<file path="src/rtl/m1_portb_arbiter_if.sv">
// rtl/m1_portb_arbiter_if.sv - requester and SRAM port B bundle for m1_portb_arbiter
interface m1_portb_arbiter_if #(
  parameter int g_addr_width = 6,
  parameter int g_data_width = 16
);
  logic                    req0;
  logic [g_addr_width-1:0] adr0;
  logic                    ack0;
  logic [g_data_width-1:0] dat0;
  logic                    req1;
  logic [g_addr_width-1:0] adr1;
  logic                    ack1;
  logic [g_data_width-1:0] dat1;
  logic [g_addr_width-1:0] ram_adr;
  logic                    ram_rd;
  logic [g_data_width-1:0] ram_dat;
  logic                    busy;

  modport slave (
    input  req0, adr0, req1, adr1, ram_dat,
    output ack0, dat0, ack1, dat1, ram_adr, ram_rd, busy
  );

  modport master (
    output req0, adr0, req1, adr1, ram_dat,
    input  ack0, dat0, ack1, dat1, ram_adr, ram_rd, busy
  );
endinterface

</file>
<file path="src/rtl/m1_portb_arbiter.sv">
// rtl/m1_portb_arbiter.sv - two-requester arbiter for the read-only B port of the m1 SRAM
// One access in flight: IDLE -> ISSUE (strobe) -> WAIT (capture) -> ACK (pulse).
module m1_portb_arbiter #(
  parameter int g_addr_width = 6,
  parameter int g_data_width = 16,
  parameter int g_fixed_prio = 0
) (
  input  logic                   i_clk,
  input  logic                   i_rst,
  m1_portb_arbiter_if.slave      io_bus
);

  localparam logic [1:0] ST_IDLE  = 2'd0;
  localparam logic [1:0] ST_ISSUE = 2'd1;
  localparam logic [1:0] ST_WAIT  = 2'd2;
  localparam logic [1:0] ST_ACK   = 2'd3;

  logic [1:0]              r_state;
  logic                    r_winner;
  logic                    r_last_grant;
  logic [g_addr_width-1:0] r_ram_adr;
  logic                    r_ram_rd;
  logic                    r_ack0;
  logic                    r_ack1;
  logic [g_data_width-1:0] r_dat0;
  logic [g_data_width-1:0] r_dat1;
  logic                    r_busy;

  logic                    w_any_req;
  logic                    w_win;

  assign w_any_req = io_bus.req0 | io_bus.req1;

  // On a tie the requester not served last wins, unless priority is fixed.
  always_comb begin
    w_win = 1'b0;
    if (io_bus.req0 && io_bus.req1) begin
      if (g_fixed_prio != 0) begin
        w_win = 1'b0;
      end else begin
        w_win = ~r_last_grant;
      end
    end else if (io_bus.req1) begin
      w_win = 1'b1;
    end
  end

  always_ff @(posedge i_clk or posedge i_rst) begin
    if (i_rst) begin
      r_state      <= ST_IDLE;
      r_winner     <= 1'b0;
      r_last_grant <= 1'b1;
      r_ram_adr    <= '0;
      r_ram_rd     <= 1'b0;
      r_ack0       <= 1'b0;
      r_ack1       <= 1'b0;
      r_dat0       <= '0;
      r_dat1       <= '0;
      r_busy       <= 1'b0;
    end else begin
      r_ram_rd <= 1'b0;
      r_ack0   <= 1'b0;
      r_ack1   <= 1'b0;
      case (r_state)
        ST_IDLE: begin
          if (w_any_req) begin
            r_winner     <= w_win;
            r_last_grant <= w_win;
            r_ram_adr    <= w_win ? io_bus.adr1 : io_bus.adr0;
            r_ram_rd     <= 1'b1;
            r_busy       <= 1'b1;
            r_state      <= ST_ISSUE;
          end
        end
        ST_ISSUE: begin
          r_state <= ST_WAIT;
        end
        ST_WAIT: begin
          // RAM output is valid this cycle; ack follows the capture.
          if (r_winner) begin
            r_dat1 <= io_bus.ram_dat;
            r_ack1 <= 1'b1;
          end else begin
            r_dat0 <= io_bus.ram_dat;
            r_ack0 <= 1'b1;
          end
          r_state <= ST_ACK;
        end
        ST_ACK: begin
          r_busy  <= 1'b0;
          r_state <= ST_IDLE;
        end
        default: begin
          r_busy  <= 1'b0;
          r_state <= ST_IDLE;
        end
      endcase
    end
  end

  assign io_bus.ack0    = r_ack0;
  assign io_bus.dat0    = r_dat0;
  assign io_bus.ack1    = r_ack1;
  assign io_bus.dat1    = r_dat1;
  assign io_bus.ram_adr = r_ram_adr;
  assign io_bus.ram_rd  = r_ram_rd;
  assign io_bus.busy    = r_busy;

endmodule

</file>
<file path="src/flat_wrapper.sv">
// flat-port wrapper written by rule: the top's interface ports become plain ports
module m1_portb_arbiter_flat 
#(
  parameter int g_addr_width = 6,
  parameter int g_data_width = 16,
  parameter int g_fixed_prio = 0
)
  (i_clk, i_rst, io_bus_req0, io_bus_adr0, io_bus_req1, io_bus_adr1, io_bus_ram_dat, io_bus_ack0, io_bus_dat0, io_bus_ack1, io_bus_dat1, io_bus_ram_adr, io_bus_ram_rd, io_bus_busy);
  m1_portb_arbiter_if #(.g_addr_width(g_addr_width), .g_data_width(g_data_width)) io_bus_i ();
  input  logic i_clk;
  input  logic i_rst;
  input wire logic [$bits(io_bus_i.req0)-1:0] io_bus_req0;
  input wire logic [$bits(io_bus_i.adr0)-1:0] io_bus_adr0;
  input wire logic [$bits(io_bus_i.req1)-1:0] io_bus_req1;
  input wire logic [$bits(io_bus_i.adr1)-1:0] io_bus_adr1;
  input wire logic [$bits(io_bus_i.ram_dat)-1:0] io_bus_ram_dat;
  output wire logic [$bits(io_bus_i.ack0)-1:0] io_bus_ack0;
  output wire logic [$bits(io_bus_i.dat0)-1:0] io_bus_dat0;
  output wire logic [$bits(io_bus_i.ack1)-1:0] io_bus_ack1;
  output wire logic [$bits(io_bus_i.dat1)-1:0] io_bus_dat1;
  output wire logic [$bits(io_bus_i.ram_adr)-1:0] io_bus_ram_adr;
  output wire logic [$bits(io_bus_i.ram_rd)-1:0] io_bus_ram_rd;
  output wire logic [$bits(io_bus_i.busy)-1:0] io_bus_busy;
  assign io_bus_i.req0 = io_bus_req0;
  assign io_bus_i.adr0 = io_bus_adr0;
  assign io_bus_i.req1 = io_bus_req1;
  assign io_bus_i.adr1 = io_bus_adr1;
  assign io_bus_i.ram_dat = io_bus_ram_dat;
  assign io_bus_ack0 = io_bus_i.ack0;
  assign io_bus_dat0 = io_bus_i.dat0;
  assign io_bus_ack1 = io_bus_i.ack1;
  assign io_bus_dat1 = io_bus_i.dat1;
  assign io_bus_ram_adr = io_bus_i.ram_adr;
  assign io_bus_ram_rd = io_bus_i.ram_rd;
  assign io_bus_busy = io_bus_i.busy;
  m1_portb_arbiter #(.g_addr_width(g_addr_width), .g_data_width(g_data_width), .g_fixed_prio(g_fixed_prio)) u_core (.i_clk(i_clk), .i_rst(i_rst), .io_bus(io_bus_i));
endmodule
</file>
<file path="config.mk">
export PLATFORM = sky130hd
export DESIGN_NAME = m1_portb_arbiter_flat
export DESIGN_NICKNAME = d
export VERILOG_FILES = /design/src/rtl/m1_portb_arbiter_if.sv /design/src/rtl/m1_portb_arbiter.sv /design/src/flat_wrapper.sv
export SDC_FILE = /design/constraint.sdc
export NUM_CORES = 1
export LEC_CHECK = 0
export CORE_MARGIN = 8
export CORE_UTILIZATION = 42
export CTS_CLUSTER_SIZE = 8
export DETAILED_ROUTE_END_ITERATION = 16
export PLACE_DENSITY = 0.78
export SLEW_MARGIN = 20
export SYNTH_ARGS = -nofsm -noshare
export SYNTH_HDL_FRONTEND = slang
export SYNTH_SLANG_ARGS = --single-unit
</file>
<file path="constraint.sdc">
create_clock -name i_clk -period 1.85 [get_ports i_clk]
set_clock_uncertainty 0.05 [all_clocks]
set_input_delay 0.185 -clock i_clk [delete_from_list [all_inputs] [get_ports i_clk]]
set_output_delay 0.185 -clock i_clk [all_outputs]
set_load 0.01 [all_outputs]
</file>
# After elaboration in Yosys (flattened, before gate mapping)
# Cells that the tools add are included.
# totals
reg_bits	46
in_bits	32
output_inout_bits	42
word_cells	37
# op_classes
n_eq_ne	4
n_mux	13
n_bitwise	3
reduce_logical	7
# op_table
op	n
$mux W1	9
$pmux W2 S4	1
$reduce_and A2 Y1	4
$mux W6	1
$eq A2 B2 Y1 const B	2
$eq A2 B1 Y1 const B	1
$logic_not A2 Y1	1
$mux W2	1
$ne A2 B1 Y1 const B	1
$not A1 Y1	2
$pmux W1 S2	1
$reduce_bool A2 Y1	1
$logic_and A1 B1 Y1	1
$or A1 B1 Y1	1

# Depth between registers and ports, before layout
# Gate-level depths: netlist of the first run.
# logic_depth
word_depth	3
mapped_depth	7
mapped_depth_nobuf	5

# Worst setup path after synthesis of the first run
# OpenSTA, ideal clock, no wires.
# synth_path
path_kind	register to register
startpoint	reg u_core.r_state[0]
endpoint	reg u_core.r_dat0[0], in the netlist u_core.io_bus.dat0[0]
setup_time_ps	125
arrival_ps	1355
required_time_ps	1675
path_slack_ps	320
stages_incl_launch_ff	7
path_buffers	2
period_less_slack_ps	1530
cell_sequence	dfrtp_1 -> inv_1 -> ha_1 -> nor2b_4 -> buf_6 -> buf_6 -> mux2_2
# synth_between
elab_chain_cells	2
# synth_lines
element	line_no	text
start, declared	m1_portb_arbiter.sv:18	logic [1:0] r_state;
start signal, assigned	m1_portb_arbiter.sv:50	r_state <= ST_IDLE;
start signal, assigned	m1_portb_arbiter.sv:72	r_state <= ST_ISSUE;
start signal, assigned	m1_portb_arbiter.sv:76	r_state <= ST_WAIT;
$eq A2 B2 Y1	m1_portb_arbiter.sv:64	case (r_state)
$reduce_and A2 Y1 (no line)	n/a	
end signal, assigned	m1_portb_arbiter.sv:84	r_dat0 <= io_bus.ram_dat;
end, declared	m1_portb_arbiter.sv:25	logic [g_data_width-1:0] r_dat0;
# Every way passes these cells.
# A chain may end at the register's enable or synchronous reset.

# Final worst setup path of the first run
# layout_path
startpoint	reg u_core.r_state[0]
endpoint	reg u_core.r_dat0[5], in the netlist u_core.io_bus.dat0[5]
# Same word-level chain as after synthesis.

==> results of run 1 <==
==> cell type report <==
class                           count  area, µm²
Clock inverter                      3      68.82
Clock buffer                        5      68.82
Timing Repair Buffer               76      778.2
Fill cell                         302       1523
Sequential cell                    46       1152
Tap cell                           52      65.06
Multi-Input combinational cell     69      619.3
Inverter                            5      18.77
==> sequential cells by signal (all words and copies together) (netlist names) <==
register / count
u_core.r_state: 2
u_core.io_bus.ram_adr: 6
u_core.io_bus.busy: 1
u_core.io_bus.ack1: 1
u_core.io_bus.ram_rd: 1
u_core.io_bus.dat1: 16
u_core.io_bus.ack0: 1
u_core.io_bus.dat0: 16
u_core.r_winner: 1
u_core.r_last_grant: 1
==> placed cells by master, fill, tap and decap left out <==
cell type,instances
a21boi_4,1
a21oi_1,7
a31oi_1,2
buf_12,2
buf_4,1
bufinv_16,2
clkbuf_8,5
clkdlybuf4s50_1,73
clkinv_1,1
clkinv_4,1
dfrtp_1,45
dfstp_2,1
ha_1,3
inv_1,4
mux2_2,33
mux2i_1,6
nand2_1,2
nand2_2,1
nand3_1,1
nor2_1,9
nor2b_4,1
o21a_1,1
o21ai_0,2
==> through the flow <==
step                      util, %  instance area [µm²]
after detailed placement    61.33                 2634
after floorplan                 -                 1837
after global placement      61.33                 2634
after global routing        64.54                 2771
final                       64.54                 2771
after CTS                   64.54                 2771
==> cell families after synthesis <==
kind of cell / Yosys count
flops: 46
mux: 39
simple gates: 14
fa+ha+maj: 3
buf+inv: 10
compound gates: 13
==> cell usage after synthesis <==
library cell | number | share of area (%)
a21boi_4 | 1 | 1.0
a21oi_1 | 7 | 1.9
a31oi_1 | 2 | 0.68
buf_2 | 1 | 0.27
buf_4 | 1 | 0.41
buf_6 | 3 | 1.8
dfrtp_1 | 45 | 61
dfstp_2 | 1 | 1.4
ha_1 | 3 | 2.0
inv_1 | 5 | 1.0
mux2_2 | 33 | 20
mux2i_1 | 6 | 3.3
nand2_1 | 2 | 0.41
nand2_2 | 1 | 0.34
nand3_1 | 1 | 0.27
nor2_1 | 9 | 1.8
nor2b_4 | 1 | 0.75
o21a_1 | 1 | 0.41
o21ai_0 | 2 | 0.54
==> worst paths after layout <==
path	start	end	slack, ns	depth (start not counted)
max	u_core.r_state[0]$_DFFE_PP0P_	u_core.io_bus.dat0[5]$_DFFE_PP0P_	0.24	5
min	i_rst	u_core.io_bus.ram_rd$_DFF_PP0_	0.11	2
max reg2reg	u_core.r_state[0]$_DFFE_PP0P_	u_core.io_bus.dat0[5]$_DFFE_PP0P_	0.24	5
min reg2reg	u_core.io_bus.dat1[3]$_DFFE_PP0P_	u_core.io_bus.dat1[3]$_DFFE_PP0P_	0.46	1
max in group asynchronous	i_rst	u_core.io_bus.dat1[15]$_DFFE_PP0P_	1.16	3
min in group i_clk	u_core.io_bus.dat1[3]$_DFFE_PP0P_	u_core.io_bus.dat1[3]$_DFFE_PP0P_	0.46	1
==> critical path, delay by kind of cell (launching register included) <==
kind                       cells  cell delay, ns
adders and majority gates      1            0.23
buffers and inverters          2            0.27
DFF                            1            0.40
muxes                          1            0.35
and+or+nand+nor                1            0.19
==> per-layer routing <==
metal  up-vias  wire, µm  track usage (%)
li1        587         -                -
met1       631      1596            14.65
met2        42      2433            24.70
met3        11       339            3.030
met4         0       116            7.018
met5         -         0                0
==> power by group through the flow <==
| stage | clock [mW] | sequential [mW] | combinational, mW |
|---|---|---|---|
| after floorplan | 0 | 2.02 | 0.922 |
| after global placement | 0 | 1.80 | 2.30 |
| after detailed placement | 0 | 1.83 | 2.37 |
| after CTS | 0.892 | 1.81 | 2.38 |
| after global routing | 0.934 | 1.88 | 2.50 |
| final | 0.870 | 1.81 | 2.34 |
==> impl_metrics.py, run 1 <==
metrics = {
    "cts": {
        "clk_transition_reported_paths_ns": 0.08,
        "cts_sinks": 46,
        "insertion_delay_ns": 0.30,
        "cts_tree": "built",
        "numCtsBuffers": 5,
        "ctsLongestPathBuffers": 2,
        "cts_max_level": 2,
        "cts_setup_buffers": 0,
        "cts_resized": 0,
        "cts_hold_buf": 0,
        "clockRootBuffer": "clkbuf_8",
    },
    "timing": {
        "whs_ns": 0.1131,
        "fin_ws_ns": 0.2404,
        "hold_viol": 0,
        "finalCritPeriodShare_pct": 87.00,
        "final.setup.tns_ns": 0,
        "setup_violations": 0,
        "rsz0062_at_grt": "no",
        "fmax_ghz": 0.6213,
        "tightestPinTransition_ns": 0.4980,
        "fin_crit_ns": 1.610,
        "max_slew_margin_pct": 66.60,
        "slew_viol_final": 0,
    },
    "power_and_ir_drop": {
        "internal_power_mw": 3.496,
        "p_sw_mw": 1.529,
        "leakagePower_nw": 1.175,
        "pwr-share-seq_pct": 36.1,
        "p_per_area_mw_per_mm2": 1813,
        "p_sw_share_pct": 30.42,
        "comb_power_share_pct": 46.6,
        "clkPwrFrac_pct": 17.3,
        "power.total_mw": 5.025,
        "ir_drop_v": 0.0007551,
    },
    "synth": {
        "seq_area_frac_synth_pct": 62.74,
        "syn_avg_cell_area_um2": 14.69,
        "synth_fa_ha_area_share_pct": 2.044,
        "synth-compound-area-share_pct": 4.564,
        "synthCells": 125,
        "synth_top_family_by_area": "multiplexers",
        "ys_warn_count": 0,
        "synthSimpleGateAreaFrac_pct": 3.610,
        "synthXorXnorAreaFrac_pct": 0,
        "synthMuxAreaShare_pct": 23.50,
        "ys_ff_latch": 46,
        "syn-cell-area_mm2": 0.001837,
        "synthDistinctLibCells": 19,
        "syn-num-nets": 160,
    },
    "global_routing": {
        "grt_max_degree": 35,
        "grt_use_total_pct": 13.68,
        "grt_pass1_wl_mm": 6.906,
        "grt_overflow_total": 0,
        "grt_pass1_vias": 1343,
        "antenna_found_initial": 0,
    },
    "worst_setup_path": {
        "crit_chain": "inv_1 -> ha_1 -> nor2b_4 -> buf_12 -> mux2_2",
        "path_class": "reg2reg",
        "critPathCaptureType": "flip-flop",
        "cpPeakStageDelay_ns": 0.40,
        "required_ns": 1.98,
        "crit_slowest_cell": "dfrtp_1",
        "cp_max_fo": 17,
        "cp-start-kind": "flip-flop",
        "worstPathArrival_ns": 1.74,
    },
    "floorplan": {
        "fp.dieArea_mm2": 0.006745,
        "ios": 74,
        "start_util_pct": 42.77,
        "die-width_um": 82.13,
        "core-area_mm2": 0.004294,
        "die_height_um": 82.13,
        "core.rowCount": 24,
    },
    "final_layout": {
        "syn2layout_area_growth_pct": 50.89,
        "antenna_cells": 0,
        "final_cells": 256,
        "nNetsFinal": 238,
        "drive_above_1_share_pct": 23.53,
    },
    "placement": {
        "dp_slack_ns": 0.2329,
        "gp_congestion": 0.7790,
        "placed_cells": 248,
        "hpwl_mm": 3.595,
        "portBuffers": 73,
    },
    "detailed_routing": {
        "post_drt_wl_per_cell_um": 17.52,
        "first_pass_iters": 4,
        "drt-total-wl_mm": 4.486,
        "ant_nets": 0,
        "drt-vias-per-instance": 4.965,
        "via_count": 1271,
        "drc": 0,
        "drt_iter0_drc": 79,
    },
    "hold_path": {
        "hp-class": "in2async",
    },
    "status": {
        "status": "completed",
    },
    "job": {
        "drv_cap": 0,
    },
}
Power figures use the tool's default switching activity.
==> run 2, diff against run 1 <==
CTS_CLUSTER_SIZE = unset   (was 8)
SLEW_MARGIN = 0   (was 20)
==> results of run 2 <==
No change in the layout: final DEF, timing and power equal those of run 1.
==> run 3, diff against run 2 <==
ABC_CLOCK_PERIOD_IN_PS = 1850   (was unset)
==> results of run 3 <==
No change in the layout: final DEF, timing and power equal those of run 1.
